`config.mk`:
```
export PLATFORM = sky130hd
export DESIGN_NAME = cooking_sequencer
export DESIGN_NICKNAME = d
export VERILOG_FILES = /design/src/rtl/cooking_sequencer.sv
export SDC_FILE = /design/constraint.sdc
export NUM_CORES = 1
export LEC_CHECK = 0
export BUFFER_PORTS_ARGS = -buffer_cell sky130_fd_sc_hd__buf_4
export CAP_MARGIN = 25
export CORE_UTILIZATION = 30
export CTS_CLUSTER_DIAMETER = 40
export DETAILED_ROUTE_END_ITERATION = 7
export REMOVE_ABC_BUFFERS = 1
export SYNTH_ARGS = -nofsm -noshare
export SYNTH_HDL_FRONTEND = slang
export SYNTH_SLANG_ARGS = --single-unit
```
`constraint.sdc`:
```
create_clock -name clk -period 4.6 [get_ports clk]
set_input_delay 0.92 -clock clk [delete_from_list [all_inputs] [get_ports clk]]
set_output_delay 0.92 -clock clk [all_outputs]
set_load 0.02 [all_outputs]
```
`src/rtl/cooking_sequencer.sv`:
```
// -----------------------------------------------------------------------------
// cooking_sequencer
//   Microwave cooking-cycle controller: keypad time entry, start/pause/cancel,
//   door interlock, MM:SS BCD countdown, end-of-cycle beep and four recipe
//   presets that can be reprogrammed through the configuration key.
//
// Ports
//   clk      system clock (CLK_HZ cycles per second)
//   rst      synchronous, active-high reset
//   t        keypad levels: [9:0] digits, [10] start, [11] cancel
//   conf     configuration key level
//   r        recipe key levels
//   porta    door switch, 1 = open (level, not edge-detected)
//   disp     BCD digits {m1,m0,s1,s0}
//   luz      lamp enable
//   motor    turntable enable
//   aquec    magnetron enable
//   som      buzzer enable
//   ocupado  high while cooking, paused or beeping
// -----------------------------------------------------------------------------
module cooking_sequencer #(
  parameter int CLK_HZ = 1000,
  parameter int BEEP_S = 3
) (
  input  logic        clk,
  input  logic        rst,
  input  logic [11:0] t,
  input  logic        conf,
  input  logic [3:0]  r,
  input  logic        porta,
  output logic [15:0] disp,
  output logic        luz,
  output logic        motor,
  output logic        aquec,
  output logic        som,
  output logic        ocupado
);

  localparam int PW = (CLK_HZ > 1) ? $clog2(CLK_HZ) : 1;
  localparam int BW = (BEEP_S > 1) ? $clog2(BEEP_S) : 1;
  localparam logic [PW-1:0] PRESC_MAX = PW'(CLK_HZ - 1);
  localparam logic [BW-1:0] BEEP_LAST = BW'(BEEP_S - 1);

  typedef enum logic [2:0] {
    S_IDLE, S_ENTRY, S_COOK, S_PAUSE, S_DONE, S_CSEL, S_CENT
  } state_t;

  typedef enum logic [2:0] {
    EV_NONE, EV_CANCEL, EV_START, EV_CONF, EV_RECIPE, EV_DIGIT
  } event_t;

  // Key sampling: *_q is the level registered at the last edge, *_prev the
  // level one edge earlier; a rise between them is acted on at the next edge.
  logic [11:0] t_q, t_prev;
  logic        conf_q, conf_prev;
  logic [3:0]  r_q, r_prev;

  logic [11:0] t_rise;
  logic        conf_rise;
  logic [3:0]  r_rise;

  assign t_rise    = t_q & ~t_prev;
  assign conf_rise = conf_q & ~conf_prev;
  assign r_rise    = r_q & ~r_prev;

  state_t        state, nxt_state;
  logic [15:0]   value, nxt_value;
  logic [2:0]    n, nxt_n;
  logic [PW-1:0] presc, nxt_presc;
  logic [BW-1:0] beep, nxt_beep;
  logic [1:0]    sel, nxt_sel;
  logic [15:0]   slot [4];
  logic          slot_we;
  logic [15:0]   slot_wdata;

  event_t      ev;
  logic [3:0]  ev_idx;
  logic        tick;
  logic [15:0] dec_value;

  // One-second decrement in BCD; seconds above 59 simply count down as
  // entered, and a seconds field of 00 borrows a whole minute as 59.
  function automatic logic [15:0] bcd_dec(input logic [15:0] v);
    logic [15:0] o;
    o = v;
    if (v[3:0] != 4'd0) begin
      o[3:0] = v[3:0] - 4'd1;
    end else if (v[7:4] != 4'd0) begin
      o[7:4] = v[7:4] - 4'd1;
      o[3:0] = 4'd9;
    end else if (v[15:8] != 8'h00) begin
      o[7:0] = 8'h59;
      if (v[11:8] != 4'd0) begin
        o[11:8] = v[11:8] - 4'd1;
      end else begin
        o[15:12] = v[15:12] - 4'd1;
        o[11:8]  = 4'd9;
      end
    end
    return o;
  endfunction

  // The k-th digit typed lands in nibble k counting up from s0.
  function automatic logic [15:0] put_digit(input logic [15:0] v,
                                            input logic [1:0]  pos,
                                            input logic [3:0]  d);
    logic [15:0] o;
    o = v;
    o[{pos, 2'b00} +: 4] = d;
    return o;
  endfunction

  assign tick      = (presc == PRESC_MAX);
  assign dec_value = bcd_dec(value);

  // Single key event per cycle: cancel > start > conf > r[0..3] > digits.
  // The loops run from the highest index down so the lowest index wins.
  always_comb begin
    // NOTE: every combinational output gets a default before any branch, so
    // no path leaves a signal unassigned and no latch is inferred.
    ev     = EV_NONE;
    ev_idx = '0;
    if (t_rise[11]) begin
      ev = EV_CANCEL;
    end else if (t_rise[10]) begin
      ev = EV_START;
    end else if (conf_rise) begin
      ev = EV_CONF;
    end else if (|r_rise) begin
      ev = EV_RECIPE;
      for (int i = 3; i >= 0; i--) if (r_rise[i]) ev_idx = 4'(i);
    end else if (|t_rise[9:0]) begin
      ev = EV_DIGIT;
      for (int i = 9; i >= 0; i--) if (t_rise[i]) ev_idx = 4'(i);
    end
  end

  always_comb begin
    nxt_state  = state;
    nxt_value  = value;
    nxt_n      = n;
    nxt_presc  = presc;
    nxt_beep   = beep;
    nxt_sel    = sel;
    slot_we    = 1'b0;
    slot_wdata = put_digit(value, n[1:0], ev_idx);
    case (state)
      S_IDLE: begin
        case (ev)
          EV_DIGIT: begin
            nxt_value = {12'h000, ev_idx};
            nxt_n     = 3'd1;
            nxt_state = S_ENTRY;
          end
          EV_RECIPE: begin
            nxt_value = slot[ev_idx[1:0]];
            nxt_n     = 3'd4;
            nxt_state = S_ENTRY;
          end
          EV_CONF: nxt_state = S_CSEL;
          default: ;
        endcase
      end
      S_ENTRY: begin
        case (ev)
          EV_CANCEL: begin
            nxt_value = '0;
            nxt_n     = '0;
            nxt_state = S_IDLE;
          end
          EV_START: begin
            if (!porta && value != 16'h0000) begin
              nxt_presc = '0;
              nxt_state = S_COOK;
            end
          end
          EV_RECIPE: begin
            nxt_value = slot[ev_idx[1:0]];
            nxt_n     = 3'd4;
          end
          EV_DIGIT: begin
            if (n < 3'd4) begin
              nxt_value = slot_wdata;
              nxt_n     = n + 3'd1;
            end
          end
          default: ;
        endcase
      end
      S_COOK: begin
        // Door and cancel both pre-empt a coinciding tick, so the held value
        // is the one before the decrement.
        if (ev == EV_CANCEL || porta) begin
          nxt_state = S_PAUSE;
        end else if (tick) begin
          nxt_presc = '0;
          nxt_value = dec_value;
          if (dec_value == 16'h0000) begin
            nxt_beep  = '0;
            nxt_n     = '0;
            nxt_state = S_DONE;
          end
        end else begin
          nxt_presc = presc + PW'(1);
        end
      end
      S_PAUSE: begin
        if (ev == EV_CANCEL) begin
          nxt_value = '0;
          nxt_n     = '0;
          nxt_state = S_IDLE;
        end else if (ev == EV_START && !porta) begin
          nxt_presc = '0;
          nxt_state = S_COOK;
        end
      end
      S_DONE: begin
        if (ev == EV_CANCEL) begin
          nxt_state = S_IDLE;
        end else if (tick) begin
          nxt_presc = '0;
          if (beep == BEEP_LAST) nxt_state = S_IDLE;
          else                   nxt_beep  = beep + BW'(1);
        end else begin
          nxt_presc = presc + PW'(1);
        end
      end
      S_CSEL: begin
        case (ev)
          EV_RECIPE: begin
            nxt_value = '0;
            nxt_n     = '0;
            nxt_sel   = ev_idx[1:0];
            nxt_state = S_CENT;
          end
          // A digit here belongs to the wall-clock block; just step aside.
          EV_DIGIT, EV_CANCEL, EV_CONF: nxt_state = S_IDLE;
          default: ;
        endcase
      end
      S_CENT: begin
        if (ev == EV_CANCEL) begin
          nxt_value = '0;
          nxt_n     = '0;
          nxt_state = S_IDLE;
        end else if (ev == EV_DIGIT) begin
          if (n == 3'd3) begin
            slot_we   = 1'b1;
            nxt_value = '0;
            nxt_n     = '0;
            nxt_state = S_IDLE;
          end else begin
            nxt_value = slot_wdata;
            nxt_n     = n + 3'd1;
          end
        end
      end
      default: nxt_state = S_IDLE;
    endcase
  end

  // Outputs are registered from the next state so they change on the same
  // edge as the state; the door is folded in from the current sample.
  always_ff @(posedge clk) begin
    // NOTE: state and output registers use non-blocking assignments so every
    // register here sees the pre-edge values of all others.
    if (rst) begin
      t_q       <= '0;
      t_prev    <= '0;
      conf_q    <= 1'b0;
      conf_prev <= 1'b0;
      r_q       <= '0;
      r_prev    <= '0;
      state     <= S_IDLE;
      value     <= '0;
      n         <= '0;
      presc     <= '0;
      beep      <= '0;
      sel       <= '0;
      // NOTE: the recipe slots are cleared by reset on purpose (presets return
      // to 0000), which keeps this small array in flops rather than a RAM.
      for (int i = 0; i < 4; i++) slot[i] <= '0;
      disp      <= '0;
      luz       <= 1'b0;
      motor     <= 1'b0;
      aquec     <= 1'b0;
      som       <= 1'b0;
      ocupado   <= 1'b0;
    end else begin
      t_q       <= t;
      t_prev    <= t_q;
      conf_q    <= conf;
      conf_prev <= conf_q;
      r_q       <= r;
      r_prev    <= r_q;
      state     <= nxt_state;
      value     <= nxt_value;
      n         <= nxt_n;
      presc     <= nxt_presc;
      beep      <= nxt_beep;
      sel       <= nxt_sel;
      if (slot_we) slot[sel] <= slot_wdata;
      disp      <= (nxt_state == S_DONE) ? 16'h0000 : nxt_value;
      luz       <= porta | (nxt_state == S_COOK);
      motor     <= (nxt_state == S_COOK);
      aquec     <= (nxt_state == S_COOK);
      som       <= (nxt_state == S_DONE);
      ocupado   <= (nxt_state == S_COOK) || (nxt_state == S_PAUSE) ||
                   (nxt_state == S_DONE);
    end
  end

endmodule

```
==> flow_metrics.py, run 1 <==
metrics = {
    "place": {
        "dp_hpwl_mm": 15.7,
        "gp_congestion": 0.915,
        "port_buffers": 40,
        "placed_area_mm2": 0.00865,
    },
    "setup_path": {
        "worst_path_most_repeated_cell": "nor3b_4",
        "arrival_ns": 4.32,
        "crit_buf_inv": 1,
        "critPathTopFamily": "simple AND/OR/NAND/NOR gates",
        "critical_path_class": "reg2reg",
        "max_stage_delay_ns": 0.72,
        "start_kind": "register",
        "critPathMaxFanout": 18,
        "slowest_stage": "nor3b_4",
        "end_kind": "register",
        "crit_required_ns": 4.92,
        "crit_chain": "inv_1 -> ha_1 -> nor3b_4 -> nand4_4 -> a2111oi_2 -> nor3_1 -> nor4_1 -> o211ai_1 -> nor3b_4 -> and2b_1",
    },
    "final_layout": {
        "stdcell_area_mm2": 0.00923,
        "drive_above_1_share_pct": 13.4,
        "area_growth_pct": 14.7,
        "postLayoutCoreUtil_pct": 35.2,
        "final_common_cell": "nor2_1",
        "mostFrequentLayoutCells": "nor2_1, dfxtp_1, edfxtp_1",
        "finalNetCount": 904,
        "antenna_cells": 0,
    },
    "timing": {
        "drv_slew": 0,
        "finalSetupTns_ns": 0,
        "clock.fmax_ghz": 0.250,
        "finalSetupViolCount": 0,
        "fin_crit_sh_pct": 87.0,
        "hold_viol": 0,
        "hold_ws_ns": 0.460,
        "relSlewSlack_pct": 31.7,
        "fin_worst_skew_ns": 0.0132,
        "rsz0062_at_grt": "no",
        "min_period_ns": 4.00,
        "tightest_slew_ns": 1.01,
    },
    "clock_tree": {
        "cts_tree": "built",
        "cts.sinks": 154,
        "post_cts_buffers": 0,
        "ctsHoldBuffers": 0,
        "cts_resized": 0,
        "clk_pin_slew_ns": 0.07,
        "numCtsBuffers": 17,
        "clk_path_buf_depth": 2,
        "h-tree-depth": 4,
        "insertion_delay_ns": 0.43,
        "cts_root_buf": "clkbuf_16",
    },
    "logic_synthesis": {
        "synth_edf_count": 64,
        "yosysSeqAreaShare_pct": 46.3,
        "postSynth.asyncResetShare_pct": 0,
        "ys_ff_latch": 154,
        "yosysUniqueCellTypes": 84,
        "syn_inst": 841,
        "netlist_top_cells_area": "edfxtp_1, dfxtp_1, nor2_1, mux2i_1, nor2b_1",
        "yosysTopAreaCellShare_pct": 23.9,
        "avgSynthCellArea_um2": 9.57,
        "ys.flop_type": "dfxtp_1",
        "synth_top_area_cell": "edfxtp_1",
        "syn_area_mm2": 0.00805,
        "yosys_warnings": 0,
    },
    "global_routing": {
        "gr-total-overflow": 0,
        "grt_pass1_wl_mm": 34.8,
        "grt_max_degree": 60,
        "antenna_found_initial": 0,
        "grt_pass1_vias": 6146,
        "grtUsageTotal_pct": 16.3,
    },
    "route": {
        "antenna_left": 0,
        "wire_per_inst_um": 18.3,
        "first_iter_violations": 586,
        "routed_wl_mm": 22.3,
        "via_per_inst": 5.43,
        "first_pass_iters": 5,
        "drc": 0,
        "vias": 6601,
    },
    "status": {
        "status": "finished clean",
    },
    "floorplanning": {
        "io_pins": 41,
        "num_rows": 59,
        "die_area_mm2": 0.0275,
        "die_x_um": 166,
        "die_y_um": 166,
        "start_util_pct": 30.7,
        "coreArea_mm2": 0.0262,
    },
    "min_path": {
        "min_path_type": "reg2reg",
    },
    "power": {
        "p_leak_uw": 0.00343,
        "p_per_area_mw_per_mm2": 405,
        "peakVddDrop_mv": 0.181,
    },
    "run": {
        "cap_viol_max_count": 0,
    },
}
synthesized netlist by cell type (11+ instances only):
cell type / number
nor2_1: 121
nand3_1: 13
edfxtp_1: 64
nand4_1: 13
o211ai_1: 17
o21ai_0: 25
dfxtp_1: 90
nor3_1: 25
nand2_1: 50
a31oi_1: 18
ha_1: 16
a22oi_1: 11
nor2b_1: 56
nand2b_1: 11
a21oi_1: 35
inv_1: 26
clkbuf_1: 31
mux2i_1: 37
registers in the layout (all words and copies together), names as in the netlist:
signal and count:
presc 10, slot 64, value 16, t_q 12
r_q 4, ocupado 1, n 3, sel 2
r_prev 4, t_prev 12, som 1, disp 16
conf_prev 1, luz 1, beep 2, state 3
conf_q 1, aquec 1
metal layers:
layer  up-vias  global-route usage (%)  share of wire (%)
li1       3139                       -                  -
met1      3125                    22.6                 46
met2       295                    24.8                 44
met3        42                    3.19                6.9
met4         0                    6.99                2.4
met5         -                       0                  0
report_power, final:
| part | total, uW | switching (uW) | internal, uW |
|---|---|---|---|
| combinational | 799 | 510 | 290 |
| sequential | 1570 | 74.1 | 1490 |
| clock | 1370 | 647 | 723 |
| total | 3730 | 1230 | 2500 |
logic make-up after synthesis:
group	share of synthesized area (%)
AO/OA/AOI/OAI	16.8
XOR/XNOR	0.980
adder cells (fa/ha/maj)	2.49
buffers and inverters	3.90
flip-flops	46.3
multiplexers	5.72
AND/OR/NAND/NOR	23.8
cell type report:
type                       count  area (um^2)
clock buffer                  17          425
fill                        2612        17000
sequential                   154         3720
multi-input combinational    615         4010
tap                          335          419
clock inverter                15          151
inverter                      26         97.6
timing repair buffer          54          405
worst reg2reg max path: stages, from the launching register on:
cell       delay [ns]
dfxtp_1          0.37
inv_1            0.19
ha_1             0.25
nor3b_4          0.48
nand4_4          0.16
a2111oi_2        0.41
nor3_1           0.12
nor4_1           0.63
o211ai_1         0.29
nor3b_4          0.72
and2b_1          0.27
through the flow:
step	std cells	power, uW	worst slack, ns
CTS	1216	3750	0.639
global route	1216	3900	0.282
global placement	1184	2390	0.831
detailed placement	1184	2380	0.646
floorplan	795	2120	1.16
finish	1216	3730	0.598
final timing paths:
path	cells after the start	end	slack [ns]	start
setup reg to reg	10	disp[6]	0.60	value[0]
setup / recovery	10	disp[6]	0.60	value[0]
hold / removal	2	t_prev[4]	0.46	t_q[4]
hold reg to reg	2	t_prev[4]	0.46	t_q[4]
Note: power is estimated with default switching activity, not from simulation.
==> run 2: changes to the inputs <==
--- a/config.mk
+++ b/config.mk
@@ -7,9 +7,11 @@
 export LEC_CHECK = 0
 export BUFFER_PORTS_ARGS = -buffer_cell sky130_fd_sc_hd__buf_4
 export CAP_MARGIN = 25
+export CORE_MARGIN = 2
 export CORE_UTILIZATION = 30
 export CTS_CLUSTER_DIAMETER = 40
 export DETAILED_ROUTE_END_ITERATION = 7
+export PLACE_DENSITY = 0.54
 export REMOVE_ABC_BUFFERS = 1
 export SYNTH_ARGS = -nofsm -noshare
 export SYNTH_HDL_FRONTEND = slang
==> constraint.sdc (replaced) <==
create_clock -name clk -period 3.9 [get_ports clk]
set_input_delay 0.78 -clock clk [delete_from_list [all_inputs] [get_ports clk]]
set_output_delay 0.78 -clock clk [all_outputs]
set_load 0.02 [all_outputs]
==> run 2 against run 1 <==
Hold slack worse by 0.0022 ns. Setup slack worse by 0.29 ns. Cell count up 1.9%. Die area up 2.4%. Register-to-register slack worse by 0.29 ns. Highest routed layer unchanged. Clock skew up 0.0049 ns. Fmax up 11%.
==> flow_metrics.py, run 2 (synthesized netlist as in run 1, its figures left out) <==
metrics = {
    "final_layout": {
        "finalNetCount": 927,
        "top_regs": "slot (64), disp (16), value (16)",
        "largest_register_ffs": 64,
        "antenna_cells": 0,
        "final_common_cell": "nor2_1",
        "top_register": "slot",
        "final_cells": 1239,
        "mostFrequentLayoutCells": "nor2_1, dfxtp_1, buf_4",
        "area_growth_pct": 16.8,
        "stdcell_area_mm2": 0.00939,
        "drive_above_1_share_pct": 15.6,
    },
    "power": {
        "p_leak_uw": 0.00354,
        "peakVddDrop_mv": 0.226,
        "power_frac_comb_pct": 22.4,
        "net-switching-power_uw": 1440,
        "swShare_pct": 32.7,
        "p_int_uw": 2970,
        "clockPowerShare_pct": 35.7,
        "seqPwrFrac_pct": 41.9,
        "p_per_area_mw_per_mm2": 470,
    },
    "floorplanning": {
        "num_rows": 59,
        "die_y_um": 168,
        "start_util_pct": 30.7,
        "die_area_mm2": 0.0281,
        "io_pins": 41,
        "die_x_um": 168,
        "coreArea_mm2": 0.0262,
    },
    "clock_tree": {
        "cts.sinks": 154,
        "numCtsBuffers": 17,
        "clk_pin_slew_ns": 0.07,
        "cts_root_buf": "clkbuf_16",
        "h-tree-depth": 4,
        "insertion_delay_ns": 0.44,
        "ctsHoldBuffers": 0,
        "cts_tree": "built",
        "clk_path_buf_depth": 2,
        "post_cts_buffers": 0,
        "cts_resized": 0,
    },
    "setup_path": {
        "start_kind": "register",
        "r2r_end": "disp[15]",
        "critical_path_class": "reg2reg",
        "end_kind": "register",
        "arrival_ns": 3.91,
        "r2r_start": "value[0]",
        "r2r_setup_slack_ns": 0.31,
        "ff2ff_path_depth": 12,
        "critPathMaxFanout": 18,
        "crit_required_ns": 4.22,
    },
    "min_path": {
        "hold_end": "r_prev[0]",
        "min_path_type": "reg2reg",
        "min-delay-start": "r_q[0]",
        "hold_depth": 1,
    },
    "route": {
        "via_per_inst": 5.36,
        "first_iter_violations": 537,
        "routed_wl_mm": 23.3,
        "antenna_left": 0,
        "first_pass_iters": 6,
        "vias": 6643,
        "wire_per_inst_um": 18.8,
        "drc": 0,
    },
    "global_routing": {
        "grt_pass1_vias": 6522,
        "grtUsageTotal_pct": 16.9,
        "grt_max_degree": 40,
        "antenna_found_initial": 0,
        "grt_pass1_wl_mm": 36.7,
        "gr-total-overflow": 0,
    },
    "timing": {
        "clock.fmax_ghz": 0.279,
        "tightest_slew_ns": 0.911,
        "min_period_ns": 3.59,
        "finalSetupViolCount": 0,
        "rsz0062_at_grt": "no",
        "fin_crit_sh_pct": 92.1,
        "worst_slack_ns": 0.309,
        "hold_ws_ns": 0.458,
        "finalSetupTns_ns": 0,
        "relSlewSlack_pct": 38.6,
        "fin_worst_skew_ns": 0.0180,
        "hold_viol": 0,
        "drv_slew": 0,
    },
    "place": {
        "port_buffers": 40,
        "gp_congestion": 0.874,
        "post-place-ws_ns": 0.365,
        "dp_hpwl_mm": 16.5,
        "dp_cells": 1206,
        "placed_area_mm2": 0.00882,
    },
    "run": {
        "cap_viol_max_count": 0,
    },
    "status": {
        "status": "finished clean",
    },
}
-- run 2: changes by cell type in the layout (fill, tap and decap cells not counted), sizes merged --
| cell | change |
|---|---|
| inv | -1 |
| clkinvlp | +1 |
| buf | +23 |
-- run 2: area by class of cell --
type                       instances  area (um^2)
clock buffer                      17          425
multi-input combinational        615         4010
clock inverter                    15          129
fill                            2627        16800
tap                              335          419
inverter                          26         97.6
sequential                       154         3720
timing repair buffer              77          591
-- run 2: routing by layer --
layer	GRT usage (%)	vias up	share of wire (%)
met5	0	-	0
met4	5.97	0	2.1
met3	3.47	29	5.4
met2	26.8	225	46
met1	22.8	3202	47
li1	-	3187	-
-- run 2: through the flow --
step | total power [uW] | utilization (%)
floorplan | 2500 | -
global placement | 2860 | 33.7
detailed placement | 2850 | 33.7
CTS | 4430 | 35.8
global route | 4620 | 35.8
finish | 4420 | 35.8
-- run 2: how the worst max path moves through the flow --
stage / start / to
after detailed placement: value[0] / disp[5]
final: value[0] / disp[15]
after floorplan: t_q[4] / disp[15]
after global placement: value[12] / disp[4]
after CTS: value[0] / disp[5]
after global routing: value[12] / disp[11]
-- run 2: power groups by stage --
stage | combinational (uW) | clock [uW] | sequential, uW
after global routing | 1080 | 1680 | 1860
after floorplan | 622 | 0 | 1880
after global placement | 980 | 0 | 1880
after detailed placement | 973 | 0 | 1880
final | 988 | 1580 | 1850
after CTS | 976 | 1610 | 1850
-- run 2: worst max-delay path, cell delays in order (launching register included) --
cell	delay [ns]
dfxtp_1	0.37
inv_1	0.17
ha_1	0.24
nor3b_4	0.46
nand4_4	0.16
a2111oi_2	0.38
nor3_1	0.12
nor4_1	0.49
buf_4	0.22
o211ai_1	0.17
nor3b_4	0.22
buf_4	0.26
and2b_1	0.21
